File: src/rtl/rvvi_trace_pkg.sv
// Shared types and defaults for the RVVI trace capture block.
// trace_rec_t describes the out_rec layout at the default ILEN/XLEN.
package rvvi_trace_pkg;

    localparam int unsigned ILEN_DEFAULT  = 32;
    localparam int unsigned XLEN_DEFAULT  = 32;
    localparam int unsigned DEPTH_DEFAULT = 8;

    typedef enum logic {
        StSync,
        StTrack
    } ord_state_e;

    typedef struct packed {
        logic [63:0]             order;
        logic [XLEN_DEFAULT-1:0] pc;
        logic [ILEN_DEFAULT-1:0] insn;
        logic                    trap;
        logic [1:0]              mode;
        logic [4:0]              rd;
        logic                    rd_we;
        logic [XLEN_DEFAULT-1:0] rd_data;
    } trace_rec_t;

endpackage

File: src/rtl/rvvi_trace_fifo.sv
// Synchronous FIFO with occupancy count; pushes are refused when full unless
// a pop happens in the same cycle.
module rvvi_trace_fifo #(
    parameter int unsigned Width = 8,
    parameter int unsigned Depth = 8
) (
    input  logic                     clk,
    input  logic                     rst_n,
    input  logic                     push,
    input  logic [Width-1:0]         wdata,
    input  logic                     pop,
    output logic [Width-1:0]         rdata,
    output logic                     full,
    output logic                     empty,
    output logic [$clog2(Depth):0]   level
);

    localparam int unsigned PtrW = $clog2(Depth);

    logic [Width-1:0] mem_q [Depth];
    logic [PtrW-1:0]  wr_ptr_q, wr_ptr_d;
    logic [PtrW-1:0]  rd_ptr_q, rd_ptr_d;
    logic [PtrW:0]    cnt_q, cnt_d;
    logic             do_push, do_pop;

    assign full    = (cnt_q == (PtrW + 1)'(Depth));
    assign empty   = (cnt_q == '0);
    assign level   = cnt_q;
    assign rdata   = mem_q[rd_ptr_q];
    assign do_pop  = pop & ~empty;
    // A full FIFO still takes a push when the head leaves in the same cycle.
    assign do_push = push & (~full | do_pop);

    always_comb begin
        wr_ptr_d = wr_ptr_q;
        rd_ptr_d = rd_ptr_q;
        cnt_d    = cnt_q;
        if (do_push) wr_ptr_d = wr_ptr_q + PtrW'(1);
        if (do_pop)  rd_ptr_d = rd_ptr_q + PtrW'(1);
        if (do_push && !do_pop)      cnt_d = cnt_q + (PtrW + 1)'(1);
        else if (!do_push && do_pop) cnt_d = cnt_q - (PtrW + 1)'(1);
    end

    always_ff @(posedge clk or negedge rst_n) begin
        if (!rst_n) begin
            wr_ptr_q <= '0;
            rd_ptr_q <= '0;
            cnt_q    <= '0;
        end else begin
            wr_ptr_q <= wr_ptr_d;
            rd_ptr_q <= rd_ptr_d;
            cnt_q    <= cnt_d;
        end
    end

    always_ff @(posedge clk) begin
        if (do_push) mem_q[wr_ptr_q] <= wdata;
    end

endmodule

File: src/rtl/rvvi_trace_capture.sv
// Captures RVVI retire events into trace records, checks order continuity and
// writeback flags, and buffers records in a FIFO for a ready/valid consumer.
module rvvi_trace_capture
    import rvvi_trace_pkg::*;
#(
    parameter int unsigned ILEN  = ILEN_DEFAULT,
    parameter int unsigned XLEN  = XLEN_DEFAULT,
    parameter int unsigned DEPTH = DEPTH_DEFAULT,
    localparam int unsigned RecW = 73 + ILEN + 2 * XLEN
) (
    input  logic                   clk,
    input  logic                   rst_n,
    input  logic                   tr_valid,
    input  logic [63:0]            tr_order,
    input  logic [ILEN-1:0]        tr_insn,
    input  logic                   tr_trap,
    input  logic [XLEN-1:0]        tr_pc,
    input  logic [1:0]             tr_mode,
    input  logic [31:0]            tr_x_wb,
    input  logic [32*XLEN-1:0]     tr_x_wdata,
    output logic                   out_valid,
    input  logic                   out_ready,
    output logic [RecW-1:0]        out_rec,
    output logic [$clog2(DEPTH):0] level,
    output logic [15:0]            drop_cnt,
    output logic                   order_err,
    output logic                   wb_err
);

    logic [4:0]      rd_idx;
    logic            rd_we;
    logic [XLEN-1:0] rd_data;
    logic            multi_wb;

    logic            cap_vld_q, cap_vld_d;
    logic [RecW-1:0] cap_rec_q, cap_rec_d;
    ord_state_e      state_q, state_d;
    logic [63:0]     exp_q, exp_d;
    logic            order_err_q, order_err_d;
    logic            wb_err_q, wb_err_d;
    logic [15:0]     drop_cnt_q, drop_cnt_d;

    logic            fifo_full, fifo_empty, pop, drop;

    // Descending scan so the lowest set flag wins.
    always_comb begin
        rd_idx = '0;
        for (int i = 31; i >= 0; i--) begin
            if (tr_x_wb[i]) rd_idx = 5'(i);
        end
    end

    assign rd_we    = |tr_x_wb;
    assign rd_data  = rd_we ? tr_x_wdata[rd_idx*XLEN +: XLEN] : '0;
    assign multi_wb = (tr_x_wb & (tr_x_wb - 32'd1)) != 32'd0;

    assign cap_vld_d = tr_valid;
    assign cap_rec_d = tr_valid ? {tr_order, tr_pc, tr_insn, tr_trap, tr_mode,
                                   rd_idx, rd_we, rd_data} : cap_rec_q;

    // On a match tr_order + 1 equals exp + 1, so one update covers both paths.
    always_comb begin
        state_d     = state_q;
        exp_d       = exp_q;
        order_err_d = order_err_q;
        if (tr_valid) begin
            exp_d = tr_order + 64'd1;
            unique case (state_q)
                StSync:  state_d = StTrack;
                StTrack: if (tr_order != exp_q) order_err_d = 1'b1;
                default: state_d = StSync;
            endcase
        end
    end

    assign wb_err_d   = wb_err_q | (tr_valid & multi_wb);
    assign pop        = out_valid & out_ready;
    assign drop       = cap_vld_q & fifo_full & ~pop;
    assign drop_cnt_d = (drop && drop_cnt_q != 16'hFFFF) ? drop_cnt_q + 16'd1 : drop_cnt_q;

    always_ff @(posedge clk or negedge rst_n) begin
        if (!rst_n) begin
            cap_vld_q   <= 1'b0;
            state_q     <= StSync;
            exp_q       <= '0;
            order_err_q <= 1'b0;
            wb_err_q    <= 1'b0;
            drop_cnt_q  <= '0;
        end else begin
            cap_vld_q   <= cap_vld_d;
            state_q     <= state_d;
            exp_q       <= exp_d;
            order_err_q <= order_err_d;
            wb_err_q    <= wb_err_d;
            drop_cnt_q  <= drop_cnt_d;
        end
    end

    always_ff @(posedge clk) begin
        cap_rec_q <= cap_rec_d;
    end

    rvvi_trace_fifo #(
        .Width (RecW),
        .Depth (DEPTH)
    ) u_fifo (
        .clk   (clk),
        .rst_n (rst_n),
        .push  (cap_vld_q),
        .wdata (cap_rec_q),
        .pop   (pop),
        .rdata (out_rec),
        .full  (fifo_full),
        .empty (fifo_empty),
        .level (level)
    );

    assign out_valid = ~fifo_empty;
    assign drop_cnt  = drop_cnt_q;
    assign order_err = order_err_q;
    assign wb_err    = wb_err_q;

endmodule

File: config.mk
export PLATFORM = sky130hd
export DESIGN_NAME = rvvi_trace_capture
export DESIGN_NICKNAME = d
export VERILOG_FILES = /design/src/rtl/rvvi_trace_pkg.sv /design/src/rtl/rvvi_trace_fifo.sv /design/src/rtl/rvvi_trace_capture.sv
export SDC_FILE = /design/constraint.sdc
export NUM_CORES = 2
export LEC_CHECK = 0
export BUFFER_PORTS_ARGS = -buffer_cell sky130_fd_sc_hd__buf_4
export CORE_AREA = 2 2 543 545
export DETAILED_ROUTE_END_ITERATION = 6
export DIE_AREA = 0 0 545 547
export SLEW_MARGIN = 5
export SYNTH_ARGS = -nofsm -noshare
export SYNTH_HDL_FRONTEND = slang
export SYNTH_SLANG_ARGS = --single-unit
File: constraint.sdc
create_clock -name clk -period 17.21 [get_ports clk]
set_clock_uncertainty 0.1 [all_clocks]
set_input_delay 4.3025 -clock clk [delete_from_list [all_inputs] [get_ports clk]]
set_output_delay 4.3025 -clock clk [all_outputs]
set_load 0.05 [all_outputs]
### Yosys cells after proc, flatten, opt, wreduce, memory -nomap -nowiden

Memory sizes are Yosys's and may differ from the RTL's.
Cells that the tools add are included.
Widths: inputs -> output; s select.

| cells by class | value |
|---|---|
| add/sub/neg operators | 7 |
| equality and inequality tests | 3 |
| shifts and indexed selects | 1 |
| multiplexer cells | 36 |
| bitwise gates (word level) | 12 |
| reductions and logical operators | 10 |

Operator list:

| kind | count |
|---|---|
| $shiftx 1024x11->32 | 1 |
| $mux 5 | 32 |
| $add 64x1->64 const B | 1 |
| $ne 64x64->1 | 1 |
| $and 32x32->32 | 1 |
| $reduce_bool 32->1 | 1 |
| $reduce_or 32->1 | 1 |
| $sub 32x1->32 const B | 1 |
| $add 16x1->16 const B | 1 |
| $ne 16x16->1 const B | 1 |
| $mux 4 | 2 |
| $add 3x1->3 const B | 2 |
| $and 1x1->1 | 6 |
| $add 4x1->4 const B | 1 |
| $eq 4x4->1 const B | 1 |
| $logic_not 4->1 | 1 |
| $sub 4x1->4 const B | 1 |
| $logic_and 1x1->1 | 3 |
| $not 1->1 | 3 |
| $reduce_and 3->1 | 1 |
| $logic_not 1->1 | 2 |
| $mux 1 | 2 |
| $or 1x1->1 | 2 |
| $reduce_bool 2->1 | 1 |

| word-level totals | value |
|---|---|
| register bits | 263 |
| RAM bits | 1352 |
| output and inout port bits | 192 |
| logic and storage cells | 81 |
| memories | 1 |

Memories:

| name | depth | bits a word | rd ports | clocked after memory_dff | write ports | RTL line | text |
|---|---|---|---|---|---|---|---|
| u_fifo.mem_q | 8 | 169 | 1 | 0 | 1 | rvvi_trace_fifo.sv:20 | `logic [Width-1:0] mem_q [Depth];` |

### Longest topological paths before layout

| logic depth | value |
|---|---|
| depth after elaboration | 33 |
| gate-level depth with buffers | 13 |

### Modules after synthesis

From an unflattened synthesis, not the netlist that was laid out.

| second synthesis, totals | value |
|---|---|
| cell total of the unflattened synthesis | 4382 |
| area, all modules | 72198.0 um2 |

By module, submodules not included:

| module | instances | cells each | area an instance (um2) |
|---|---|---|---|
| rvvi_trace_fifo | 1 | 2017 | 52208.8 |
| rvvi_trace_capture | 1 | 2365 | 19989.2 |

### Least setup slack after synthesis

Ideal clock, no wire load.

| path | value |
|---|---|
| path type | input port to flip-flop |
| start | input port out_ready |
| end | memory u_fifo.mem_q[1][0] in the netlist's numbering, enable pin |
| setup time | 0.904 ns |
| arrival time | 16.302 ns |
| data required time | 16.206 ns |
| path slack | -0.096 ns |
| stages | 4 |
| path buffers | 0 |
| cell sequence | inv_1 -> a31oi_1 -> nand2_1 -> nor3_1 |

| on the way | value |
|---|---|
| word-level cells in the longest chain between the ends | 6 |

Ends and longest elaborated chain:

| what | RTL line | text |
|---|---|---|
| from (decl) | rvvi_trace_capture.sv:22 | `input logic out_ready,` |
| $and 1x1->1 | rvvi_trace_capture.sv:77 | `assign pop = out_valid & out_ready;` |
| $and 1x1->1 | rvvi_trace_fifo.sv:30 | `assign do_pop = pop & ~empty;` |
| $or 1x1->1 | rvvi_trace_fifo.sv:32 | `assign do_push = push & (~full \| do_pop);` |
| $and 1x1->1 | rvvi_trace_fifo.sv:32 |  |
| net u_fifo.do_push | rvvi_trace_fifo.sv:24 | `logic do_push, do_pop;` |
| $mux 1 | rvvi_trace_fifo.sv:57 | `if (do_push) mem_q[wr_ptr_q] <= wdata;` |
| $mux 1 (not written as such) | rvvi_trace_fifo.sv:57 |  |
| to (decl) | rvvi_trace_fifo.sv:20 |  |

The timed path passes the listed nets, and every way through them passes these cells.

### Worst setup path in the final report

| path | value |
|---|---|
| start | input port tr_x_wb[17] |
| end | register cap_rec_q[5], data pin |

| on the way | value |
|---|---|
| word-level cells in the longest chain between the ends | 19 |

Ends and longest elaborated chain:

| what | RTL line | text |
|---|---|---|
| from (decl) | rvvi_trace_capture.sv:19 | `input logic [31:0] tr_x_wb,` |
| $mux 5 (18 in series) | rvvi_trace_capture.sv:49 | `if (tr_x_wb[i]) rd_idx = 5'(i);` |
| $shiftx 1024x11->32 | rvvi_trace_capture.sv:54 | `assign rd_data = rd_we ? tr_x_wdata[rd_idx*XLEN +: XLEN] : '0;` |
| to (signal assigned) | rvvi_trace_capture.sv:100 | `cap_rec_q <= cap_rec_d;` |
| to (decl) | rvvi_trace_capture.sv:36 | `logic [RecW-1:0] cap_rec_q, cap_rec_d;` |

Several ways; a longest one is shown, not always the timed one.
A chain may end at the register's enable or synchronous reset.

==> results.ini <==
[outcome]
status = finished clean

[power_and_ir_drop]
p_comb_share_pct = 36.9
pwr-share-seq_pct = 36.1
netSwitchingPower_mw = 5.23
power_switching_share_pct = 36.4
vdd_drop_max_uv = 147
p_leak_nw = 31.9
internal_power_mw = 9.14
clkPwrFrac_pct = 27.0
power.density_mw_per_mm2 = 155

[sta]
tightestPinTransition_ps = 1290
finalSetupViolations = 0
tns_ps = 0
rsz0062_at_grt = no
fmax_ghz = 0.105
min_period_ps = 9560
final_max_slew_viol_count = 0
hold_viol = 0
final.period_utilization_pct = 55.5
slew-limit-headroom_pct = 13.8

[grt]
overflow = 0
grt_first_pass_wirelength_mm = 443
grt_usage_pct = 22.1
antenna_found_initial = 135
grt_pass1_vias = 48300
grt_max_degree = 121

[layout]
syn_to_final_growth_pct = 29.7
drive_gt1_share_pct = 40.7
nNetsFinal = 6903
finish.utilization_pct = 31.6
instances_no_fill = 9852

[yosys]
syn_inst = 4338
ys_ff_latch = 1615
avgSynthCellArea_sq_um = 16.4
postSynth.asyncResetShare_pct = 5.82
synth_cell_types = 76
synth_ff_type = edfxtp_1
synth_warnings = 0
synth_fp_nets = 5537
synth-edff-count = 1521
synthesis.area_sq_mm = 0.0713
yosysSeqAreaShare_pct = 67.4

[die]
die_w_um = 545
coreArea_sq_mm = 0.293
die-area_sq_mm = 0.298
initial_core_util_pct = 24.4
ioPinCount = 1383
die_y_um = 547
rows = 199

[critical_path]
cpLargestDelayFamily = buffers and inverters
slowest_stage = buf_4
worstPathCellList = buf_4 > or4_1 > o311ai_1 > a311o_2 > nand3_4 > inv_8 > buf_12 > buf_4 > a211oi_1 > o21ai_2 > o221ai_1 > o22ai_1
path_max_fanout = 113
crit_path_max_incr_delay_ps = 870
critical_path_required_ps = 17760
start_kind = input pin
worstSetupEndpointType = flip-flop
critPathBufInv = 4
crit_top_cell = buf_4
worst_ep_arrival_time_ps = 10110
critical_path_class = in2reg

[cts]
cts_tree = built
clk_latency_ps = 830
clk_path_buf_depth = 4
clkSinkCount = 1615
cts_hold_buf = 0
h-tree-depth = 4
path_clk_slew_ps = 60
cts_setup_buffers = 0
cts-root-buf = clkbuf_16
cts_resized = 0
cts_made_buffers = 178

[placement]
placed_cells = 9443
gp_congestion = 1.04
port_buffers = 1382
hpwl_mm = 260

[routing]
dr.first_iter.drc_count = 5331
drtPass1Iterations = 6
wl_per_cell_um = 34.7
drtAntennaViolNets = 0
finalWirelength_mm = 342
drc = 0
vias = 48900
viasPerCell = 4.96

[run]
drv_cap = 0

[worst_hold_path]
hold_path_class = reg2reg

==> stage by stage <==
step                      setup WS (ps)  hold slack, ps  power [mW]  cell area (sq um)
after floorplan                    4440             337        8.65              71300
after global placement             6840             350        10.6              86400
after detailed placement           6820             361        10.7              86400
after CTS                          7690             377        14.6              92300
after global routing               7440             395        14.9              92400
final                              7650             384        14.4              92500
==> worst paths after layout <==
check / from / endpoint / slack (ps) / cells past startpoint
worst min-delay path: state_q / state_q / 380 / 1
worst max-delay path: tr_x_wb[17] / cap_rec_q[5] / 7650 / 12
worst max register to register: u_fifo.level[0] / u_fifo.mem_q[1][38] / 11790 / 7
worst min register to register: state_q / state_q / 380 / 1
max in group asynchronous: rst_n / exp_q[20] / 12140 / 2
min in group asynchronous: rst_n / u_fifo.level[2] / 3410 / 1
==> cell families (layout without fill, tap and decap cells) <==
group / count (synthesis) / in the layout / share of synthesized area (%)
AO/OA/AOI/OAI: 520 / 520 / 5.13
XOR/XNOR: 148 / 148 / 1.82
adder cells (fa/ha/maj): 12 / 12 / 0.207
buffers and inverters: 307 / 1820 / 1.88
flip-flops: 1615 / 1615 / 67.4
multiplexers: 806 / 806 / 17.7
other: 0 / 82 / 0
AND/OR/NAND/NOR: 930 / 930 / 5.92
==> final cells by class <==
cell class	count	area [sq um]
clock inverter	86	1030
clock buffer	241	4860
tap	3919	4900
antenna	82	205
sequential	1615	48000
fill	28900	200000
inverter	21	93.8
timing repair buffer	1472	11200
multi-input combinational	2416	22200
==> worst reg2reg max path, cell delays in order (launching register included) <==
cell and delay (ps):
dfrtp_1 500, nor3_1 150, a31oi_1 620, nand2_1 420, nor3_4 1040, buf_4 620, buf_4 620, buf_4 880
==> layout by cell type (no fill, tap or decap), types with 24 or more instances in the layout <==
| cell | netlist | layout |
|---|---|---|
| a211oi_1 | 51 | 51 |
| a21oi_1 | 92 | 92 |
| a31oi_1 | 36 | 34 |
| a32oi_1 | 28 | 28 |
| buf_4 | 14 | 1459 |
| clkbuf_1 | 154 | 51 |
| clkbuf_16 | 0 | 182 |
| clkinv_2 | 0 | 27 |
| dfrtp_1 | 94 | 91 |
| diode_2 | 0 | 82 |
| edfxtp_1 | 1521 | 1521 |
| mux2_2 | 240 | 240 |
| mux2i_1 | 227 | 222 |
| mux4_2 | 338 | 338 |
| nand2_1 | 409 | 405 |
| nand3_1 | 205 | 205 |
| nand4_1 | 61 | 61 |
| nor2_1 | 144 | 135 |
| o21ai_0 | 64 | 46 |
| o221ai_1 | 24 | 24 |
| o22ai_1 | 53 | 53 |
| o31a_1 | 53 | 53 |
| xnor2_1 | 125 | 125 |
==> cells in the mapped netlist (all sizes together) (8+ instances only) <==
cell type / number / area (sq um)
a211oi: 51 / 383
a21oi: 92 / 460
a221oi: 22 / 193
a31o: 8 / 70.1
a31oi: 37 / 238
a32oi: 28 / 245
and3: 23 / 144
buf: 130 / 671
clkbuf: 156 / 591
dfrtp: 94 / 2350
edfxtp: 1521 / 45700
inv: 21 / 78.8
mux2: 241 / 2710
mux2i: 227 / 2270
mux4: 338 / 7610
nand2: 410 / 1540
nand2b: 9 / 56.3
nand3: 207 / 1050
nand4: 62 / 394
nor2: 147 / 559
nor3: 23 / 125
nor4: 16 / 119
o21ai: 68 / 340
o221ai: 24 / 210
o22a: 23 / 201
o22ai: 53 / 332
o31a: 53 / 464
o31ai: 14 / 105
o32ai: 8 / 70.1
or3: 9 / 56.3
xnor2: 125 / 1090
xor2: 23 / 201
==> registers in the layout (all words and copies together), names as in the netlist <==
name	flops
exp_q	64
u_fifo.wr_ptr_q	3
order_err	1
u_fifo.rd_ptr_q	3
wb_err	1
state_q	1
cap_vld_q	1
u_fifo.level	4
u_fifo.mem_q	1352
cap_rec_q	169
drop_cnt	16
==> metal layers <==
metal  global-route usage (%)  vias up  share of wire, %
met4                     11.1       86               5.4
met5                        0        -              0.18
met2                     36.8     2511                49
li1                         -    20300                 -
met3                     5.76      545               8.8
met1                     26.3    25500                37
==> power by group through the flow <==
| stage | sequential (mW) | combinational, mW | clock, mW |
|---|---|---|---|
| after floorplan | 5.27 | 3.38 | 0 |
| after global placement | 5.23 | 5.39 | 0 |
| after detailed placement | 5.27 | 5.40 | 0 |
| after CTS | 5.19 | 5.42 | 3.95 |
| after global routing | 5.23 | 5.53 | 4.11 |
| final | 5.19 | 5.30 | 3.88 |
Power figures use the tool's default switching activity.
